[src/rtl/q_encode_83_irq_if.sv]
`default_nettype none
// ============================================================================
// Module      : q_encode_83_irq_if
// Description : Event-code handshake bundle between the encoder and its consumer.
// Revision    : 1.0 - initial release
// ============================================================================
interface q_encode_83_irq_if;
    logic [2:0] code_out;
    logic       valid;
    logic       ack;
    logic [7:0] pending_out;
    logic       overflow;

    modport master (
        output code_out,
        output valid,
        output pending_out,
        output overflow,
        input  ack
    );

    modport slave (
        input  code_out,
        input  valid,
        input  pending_out,
        input  overflow,
        output ack
    );
endinterface
`default_nettype wire

[src/rtl/q_encode_83_irq.sv]
`default_nettype none
// ============================================================================
// Module      : q_encode_83_irq
// Description : Captures rising edges on eight async request lines and presents
//               the highest-priority pending event as a 3-bit code (valid/ack).
// Revision    : 1.0 - initial release
// ============================================================================
module q_encode_83_irq #(
    parameter bit PRIO_MSB = 1'b1
) (
    input  logic              clk,
    input  logic              rst_n,
    input  logic [7:0]        req_in,
    q_encode_83_irq_if.master evt
);

    typedef enum logic [0:0] {
        ST_IDLE    = 1'b0,
        ST_PRESENT = 1'b1
    } state_t;

    state_t     r_state;
    logic [7:0] r_s1;
    logic [7:0] r_s2;
    logic [7:0] r_s3;
    logic [7:0] r_pending;
    logic [2:0] r_code;
    logic       r_valid;
    logic       r_overflow;

    logic [7:0] w_edge;
    logic [7:0] w_clr;
    logic [2:0] w_sel;

    assign w_edge = r_s2 & ~r_s3;
    assign w_clr  = (r_valid && evt.ack) ? (8'd1 << r_code) : 8'd0;

    // Scan order makes the last set bit seen the winner.
    always_comb begin
        w_sel = 3'd0;
        if (PRIO_MSB) begin
            for (int i = 0; i < 8; i++) begin
                if (r_pending[i]) w_sel = 3'(i);
            end
        end else begin
            for (int i = 7; i >= 0; i--) begin
                if (r_pending[i]) w_sel = 3'(i);
            end
        end
    end

    always_ff @(posedge clk or negedge rst_n) begin
        if (!rst_n) begin
            r_s1       <= 8'd0;
            r_s2       <= 8'd0;
            r_s3       <= 8'd0;
            r_pending  <= 8'd0;
            r_overflow <= 1'b0;
        end else begin
            r_s1       <= req_in;
            r_s2       <= r_s1;
            r_s3       <= r_s2;
            // A new edge on a bit being acknowledged re-pends it.
            r_pending  <= (r_pending & ~w_clr) | w_edge;
            r_overflow <= |(w_edge & r_pending & ~w_clr);
        end
    end

    always_ff @(posedge clk or negedge rst_n) begin
        if (!rst_n) begin
            r_state <= ST_IDLE;
            r_code  <= 3'd0;
            r_valid <= 1'b0;
        end else begin
            case (r_state)
                ST_IDLE: begin
                    if (r_pending != 8'd0) begin
                        r_code  <= w_sel;
                        r_valid <= 1'b1;
                        r_state <= ST_PRESENT;
                    end
                end
                ST_PRESENT: begin
                    // Code is frozen until acknowledged; no preemption.
                    if (evt.ack) begin
                        r_valid <= 1'b0;
                        r_state <= ST_IDLE;
                    end
                end
                default: begin
                    r_valid <= 1'b0;
                    r_state <= ST_IDLE;
                end
            endcase
        end
    end

    assign evt.code_out    = r_code;
    assign evt.valid       = r_valid;
    assign evt.pending_out = r_pending;
    assign evt.overflow    = r_overflow;

endmodule
`default_nettype wire

[src/flat_wrapper.sv]
// flat-port wrapper written by rule: the top's interface ports become plain ports
module q_encode_83_irq_flat 
#(
    parameter bit PRIO_MSB = 1'b1
)
  (clk, rst_n, req_in, evt_code_out, evt_valid, evt_pending_out, evt_overflow, evt_ack);
  q_encode_83_irq_if evt_i ();
  input  logic clk;
  input  logic rst_n;
  input  logic [7:0] req_in;
  output wire logic [$bits(evt_i.code_out)-1:0] evt_code_out;
  output wire logic [$bits(evt_i.valid)-1:0] evt_valid;
  output wire logic [$bits(evt_i.pending_out)-1:0] evt_pending_out;
  output wire logic [$bits(evt_i.overflow)-1:0] evt_overflow;
  input wire logic [$bits(evt_i.ack)-1:0] evt_ack;
  assign evt_code_out = evt_i.code_out;
  assign evt_valid = evt_i.valid;
  assign evt_pending_out = evt_i.pending_out;
  assign evt_overflow = evt_i.overflow;
  assign evt_i.ack = evt_ack;
  q_encode_83_irq #(.PRIO_MSB(PRIO_MSB)) u_core (.clk(clk), .rst_n(rst_n), .req_in(req_in), .evt(evt_i));
endmodule
[config.mk]
export PLATFORM = sky130hd
export DESIGN_NAME = q_encode_83_irq_flat
export DESIGN_NICKNAME = d
export VERILOG_FILES = /design/src/rtl/q_encode_83_irq_if.sv /design/src/rtl/q_encode_83_irq.sv /design/src/flat_wrapper.sv
export SDC_FILE = /design/constraint.sdc
export NUM_CORES = 1
export LEC_CHECK = 0
export CORE_MARGIN = 3
export CORE_UTILIZATION = 49
export DETAILED_ROUTE_END_ITERATION = 6
export PLACE_DENSITY_LB_ADDON = 0.1
export SYNTH_ARGS = -nofsm -noshare
export SYNTH_HDL_FRONTEND = slang
export SYNTH_SLANG_ARGS = --single-unit
[constraint.sdc]
create_clock -name clk -period 1.7 [get_ports clk]
set_input_delay 0.34 -clock clk [delete_from_list [all_inputs] [get_ports clk]]
set_output_delay 0.34 -clock clk [all_outputs]
set_load 0.02 [all_outputs]
* Yosys cells after proc, flatten, opt, wreduce, memory -nomap -nowiden
Index checks and enable logic that the tools add are counted.
** Cells by class
- Eq/ne operators :: 2
- Shift-type cells :: 1
- Multiplexer cells :: 14
- Bitwise gates (word level) :: 8
- Reduce and logical (&&, ||, !) cells :: 5
** Operators by type and width (count)
- $and A8 B8 Y8 :: 4
- $mux W3 :: 6
- $not A8 Y8 :: 2
- $mux W8 :: 1
- $or A8 B8 Y8 :: 1
- $reduce_bool A8 Y1 :: 1
- $reduce_or A8 Y1 :: 1
- $shl A1 B3 Y8 const A :: 1
- $mux W1 :: 5
- $pmux W1 S2 :: 2
- $reduce_and A2 Y1 :: 2
- $ne A2 B1 Y1 const B :: 1
- $ne A2 B2 Y1 const B :: 1
- $logic_and A1 B1 Y1 :: 1
- $not A1 Y1 :: 1
** Word-level totals
- Bits in registers :: 38
- Bits of input ports :: 11
- Output and inout port bits :: 13
- Logic and storage cells :: 38

* Logic depth before layout (Yosys ltp)
- Depth in word-level cells :: 7
- Mapped depth :: 5

* Least setup slack after synthesis
Ideal clock, no wire load.
- Path type :: flip-flop to flip-flop
- Start :: reg u_core.r_code[2] (netlist: u_core.evt.code_out[2])
- End :: reg u_core.r_overflow (netlist: u_core.evt.overflow)
- Library setup time :: 138 ps
- Arrival :: 1529 ps
- Slack :: 33 ps
- Cell stages (with the launch flop) :: 6
- Buffers on the path :: 0
- Cell sequence :: dfrtp_1 > nand2b_1 > o31ai_1 > o22a_1 > o221ai_1 > or4_1
** On the way
- Word-level cells in the longest chain between the ends :: 5
** RTL lines
- from (decl) :: line q_encode_83_irq.sv:27 : logic [2:0] r_code;
- from (signal assigned) :: line q_encode_83_irq.sv:78 : r_code <= w_sel;
- $shl A1 B3 Y8 :: line q_encode_83_irq.sv:36 : assign w_clr = (r_valid && evt.ack) ? (8'd1 << r_code) : 8'd0;
- $mux W8 :: line q_encode_83_irq.sv:36
- $not A8 Y8 :: line q_encode_83_irq.sv:65 : r_overflow <= |(w_edge & r_pending & ~w_clr);
- $and A8 B8 Y8 :: line q_encode_83_irq.sv:65
- $reduce_or A8 Y1 :: line q_encode_83_irq.sv:65
- to (signal assigned) :: line q_encode_83_irq.sv:65
- to (decl) :: line q_encode_83_irq.sv:29 : logic r_overflow;
No other way between the ends.
A chain may end at the register's enable or synchronous reset.

* Worst setup path in the final report
- Start :: reg u_core.r_code[1] (netlist: u_core.evt.code_out[1])
- End :: reg u_core.r_overflow (netlist: u_core.evt.overflow)
Same word-level chain as after synthesis.

==> report_table.html <==
<table>
<tr><th>Metric</th><th>Value</th></tr>
<tr><th colspan="2">Run status</th></tr>
<tr><td>Outcome</td><td>finished, final reports clean</td></tr>
<tr><th colspan="2">Yosys</th></tr>
<tr><td>Flip-flop and latch count after synthesis</td><td>38</td></tr>
<tr><td>Cell types with the largest area share after synthesis</td><td>dfrtp_1, nand2b_1, a21oi_1</td></tr>
<tr><td>Post-synthesis sequential area ratio</td><td>about three quarters</td></tr>
<tr><td>Cell type with the highest aggregate area in the netlist</td><td>dfrtp_1</td></tr>
<tr><td>Cells after synthesis</td><td>94</td></tr>
<tr><td>Primary FF master, synth</td><td>dfrtp_1</td></tr>
<tr><td>Area fraction of the dominant cell type after synthesis</td><td>between 70% and 80%</td></tr>
<tr><td>Count of distinct cell types in the synthesized netlist</td><td>21</td></tr>
<tr><td>Asr flop ratio synth</td><td>100%</td></tr>
<tr><td>Avg Inst Size Synth</td><td>around 13 um^2</td></tr>
<tr><td>Syn. warnings</td><td>0</td></tr>
<tr><td>Number of flops mapped to enable cells by yosys</td><td>0</td></tr>
<tr><td>Synth Net Count</td><td>105</td></tr>
<tr><td>Combined area of all synthesized cells</td><td>1260 um^2</td></tr>
<tr><th colspan="2">Die</th></tr>
<tr><td>Chip height</td><td>around 57 um</td></tr>
<tr><td>DIE AREA</td><td>3220 um^2</td></tr>
<tr><td>IO Pins</td><td>24</td></tr>
<tr><td>Area of the core</td><td>approximately 2300 um^2</td></tr>
<tr><td>Initial Util</td><td>approximately 54%</td></tr>
<tr><td>Die width</td><td>56.7 um</td></tr>
<tr><td>Core Rows</td><td>17</td></tr>
<tr><th colspan="2">Layout</th></tr>
<tr><td>Non-filler instance count after layout</td><td>between 150 and 200</td></tr>
<tr><td>Signed area change from the synthesized netlist to the final layout</td><td>41.4%</td></tr>
<tr><td>Final instance area</td><td>1780 um^2</td></tr>
<tr><td>Count of inserted antenna diode cells</td><td>0</td></tr>
<tr><td>Area taken by multi-input logic gates</td><td>roughly 370 um^2</td></tr>
<tr><td>Ratio of cells with drive above 1 in the final layout</td><td>25.0%</td></tr>
<tr><td>Sequential cell area</td><td>approximately 950 um^2</td></tr>
<tr><td>Fill cell count</td><td>approximately 150</td></tr>
<tr><td>Final nets</td><td>150</td></tr>
<tr><th colspan="2">Clock network</th></tr>
<tr><td>TritonCTS buffer count</td><td>5</td></tr>
<tr><td>Number of buffers on the longest clock path</td><td>2</td></tr>
<tr><td>Reg clk slew, reported paths</td><td>roughly 110 ps</td></tr>
<tr><td>CTS Root Buffer Type</td><td>clkbuf_4</td></tr>
<tr><td>Clock insertion delay at the later pin of the skew report</td><td>about 350 ps</td></tr>
<tr><td># hold bufs at CTS</td><td>0</td></tr>
<tr><td>Clock tree from TritonCTS</td><td>done</td></tr>
<tr><td>Count of H-tree levels built during CTS</td><td>2</td></tr>
<tr><td>Clock sinks</td><td>38</td></tr>
<tr><th colspan="2">Detailed routing</th></tr>
<tr><td>DR vias/cell</td><td>between 5 and 6</td></tr>
<tr><td>Total via count after detailed routing</td><td>roughly 910</td></tr>
<tr><td>DRT Pass-1 Iters</td><td>4</td></tr>
<tr><td>Remaining design rule violation count</td><td>0</td></tr>
<tr><td>Number of nets with antenna violations after routing</td><td>0</td></tr>
<tr><td>DR WL/cell</td><td>15.8 um</td></tr>
<tr><td>Total wire length after detailed routing</td><td>2650 um</td></tr>
<tr><td>First-iteration detailed-routing DRC count</td><td>30</td></tr>
<tr><th colspan="2">Setup path</th></tr>
<tr><td>Worst Path Class, Setup</td><td>reg -&gt; reg</td></tr>
<tr><td>Worst-path fanout max</td><td>6</td></tr>
<tr><td>Worst EP arrival</td><td>approximately 1900 ps</td></tr>
<tr><td>Crit. End Element</td><td>register</td></tr>
<tr><td>Depth of the most critical reg-to-reg path</td><td>4</td></tr>
<tr><td>WP data required</td><td>1920 ps</td></tr>
<tr><td>Startpoint Class</td><td>register</td></tr>
<tr><th colspan="2">Worst hold path</th></tr>
<tr><td>Hold Crit Class</td><td>in -&gt; async</td></tr>
<tr><th colspan="2">STA</th></tr>
<tr><td>Post-Route Hold Slack</td><td>~350 ps</td></tr>
<tr><td>Final worst clock skew</td><td>5.18 ps</td></tr>
<tr><td>RSZ-0062 raised after global routing</td><td>true</td></tr>
<tr><td>Maximum achievable frequency</td><td>roughly 600 MHz</td></tr>
<tr><td>Portion of the clock cycle consumed by the worst path in the final layout</td><td>99.8%</td></tr>
<tr><td>Min Clock Period, post-route</td><td>around 1700 ps</td></tr>
<tr><td>Hold Fails Final Rpt</td><td>0</td></tr>
<tr><td>Slew Viols, Final</td><td>0</td></tr>
<tr><td>Slew at the pin with the worst max-slew slack</td><td>approximately 430 ps</td></tr>
<tr><td>Max-slew headroom at the worst pin</td><td>a little under three quarters</td></tr>
<tr><td>Endpoints failing setup</td><td>0</td></tr>
<tr><th colspan="2">GRT</th></tr>
<tr><td>Sum of overflow across all layers after global routing</td><td>0</td></tr>
<tr><td>Largest net degree at the start of global routing</td><td>39</td></tr>
<tr><td>Global-route wire length before repair</td><td>3790 um</td></tr>
<tr><td>Antenna violations before repair</td><td>0</td></tr>
<tr><td>GRT Total Usage</td><td>around 16%</td></tr>
<tr><td>Vias in the first global route</td><td>about 800</td></tr>
<tr><th colspan="2">Place</th></tr>
<tr><td>Port Buf Inserts</td><td>23</td></tr>
<tr><td>Placed cell area</td><td>roughly 1600 um^2</td></tr>
<tr><td>HPWL Detailed</td><td>roughly 1600 um</td></tr>
<tr><td>GPL Wtd Cong</td><td>around 0.88</td></tr>
<tr><td># placed instances</td><td>around 150</td></tr>
<tr><th colspan="2">Power and ir drop</th></tr>
<tr><td>IR Drop Worst-Case VDD</td><td>roughly 0.00096 V</td></tr>
<tr><td>Static Leakage</td><td>0.788 nW</td></tr>
<tr><td>Cell area power density</td><td>1380 nW/um^2</td></tr>
<tr><td>Final total power</td><td>between 2 and 2.5 mW</td></tr>
<tr><th colspan="2">Job</th></tr>
<tr><td>Number of maximum-capacitance violations</td><td>0</td></tr>
</table>
==> critical path: stages, from the launching register on <==
cell,delay (ps)
dfrtp_2,480
nand2b_1,190
o31ai_2,260
nor3_1,90
or4_1,550
==> sequential cells by signal, summed over array words and instances, names as in the netlist <==
register / count
u_core.r_s3: 8
u_core.evt.overflow: 1
u_core.evt.code_out: 3
u_core.r_state: 1
u_core.r_s2: 8
u_core.r_s1: 8
u_core.evt.valid: 1
u_core.evt.pending_out: 8
==> metrics by stage <==
step / worst slack, ps / utilization, % / TNS, ps
2_1_floorplan: 32.5 / - / 0
3_3_place_gp: -343 / 68.3 / -343
3_5_place_dp: -405 / 68.3 / -405
4_1_cts: -28.3 / 72.3 / -28.3
5_1_grt: -88.3 / 76.8 / -88.3
6_report: 3.63 / 76.8 / 0
==> cells by family (layout without fill, tap and decap cells) <==
group | after synthesis | after routing | synth area share, %
buffers and inverters | 4 | 50 | 1.19
DFF | 38 | 38 | 75.5
and+or+nand+nor | 30 | 30 | 12.4
AOI/OAI and AO/OA | 22 | 22 | 10.9
==> path summary, 6_finish.rpt <==
| path | start | to | slack (ps) |
|---|---|---|---|
| min in group clk | u_core.r_s1[6] | u_core.r_s2[6] | 360 |
| max in group asynchronous | rst_n | u_core.evt.code_out[0] | 1160 |
| max reg2reg | u_core.evt.code_out[1] | u_core.evt.overflow | 4 |
| min | rst_n | u_core.evt.code_out[1] | 350 |
| min reg2reg | u_core.r_s1[6] | u_core.r_s2[6] | 360 |
| max | u_core.evt.code_out[1] | u_core.evt.overflow | 4 |
==> synthesized netlist by cell type (all sizes together) (2+ instances only) <==
cell    count
inv         4
a21oi       6
nor4        2
nor3        3
nand2       9
nand2b      7
o21ai       6
or2b        2
nor2        5
o31ai       4
dfrtp      38
==> cells in the final DEF, fill, tap and decap left out, types with 4 or more instances in the layout <==
cell,netlist,layout
dlygate4sd2_1,0,12
nor2_1,5,5
dfrtp_1,38,36
nand2b_1,7,6
buf_4,0,13
a21oi_1,6,6
clkbuf_4,0,5
inv_1,4,4
nand2_1,8,8
clkdlybuf4s50_1,0,10
==> layout make-up <==
| cell class | count | area share [%] |
|---|---|---|
| clock inverters | 2 | 0.702 |
| well taps | 28 | 1.97 |
| repair buffers | 38 | 19.5 |
| multi-input cells | 52 | 20.6 |
| clock buffers | 6 | 2.88 |
| flip-flops and latches | 38 | 53.5 |
| inverters | 4 | 0.843 |
==> metal layers <==
metal / GRT usage [%] / up-vias / wire [um]
met2: 22.9 / 47 / 1310
met4: 10.8 / 0 / 74
met1: 20.8 / 430 / 1040
li1: - / 419 / -
met5: 0 / - / 0
met3: 5.75 / 9 / 228
==> power breakdown <==
| part | total, mW | switching (mW) | leakage [nW] | internal, mW |
|---|---|---|---|---|
| clock network | 0.488 | 0.290 | 0.0343 | 0.199 |
| registers | 1.18 | 0.154 | 0.415 | 1.03 |
| logic | 0.794 | 0.412 | 0.339 | 0.382 |
| total | 2.46 | 0.855 | 0.788 | 1.61 |
==> timing repair <==
item,in CTS,in global routing
pin swaps,2,2
buffers inserted,1,8
setup endpoints to repair,13,1
gates resized for setup,18,9
Power figures use the tool's default switching activity.
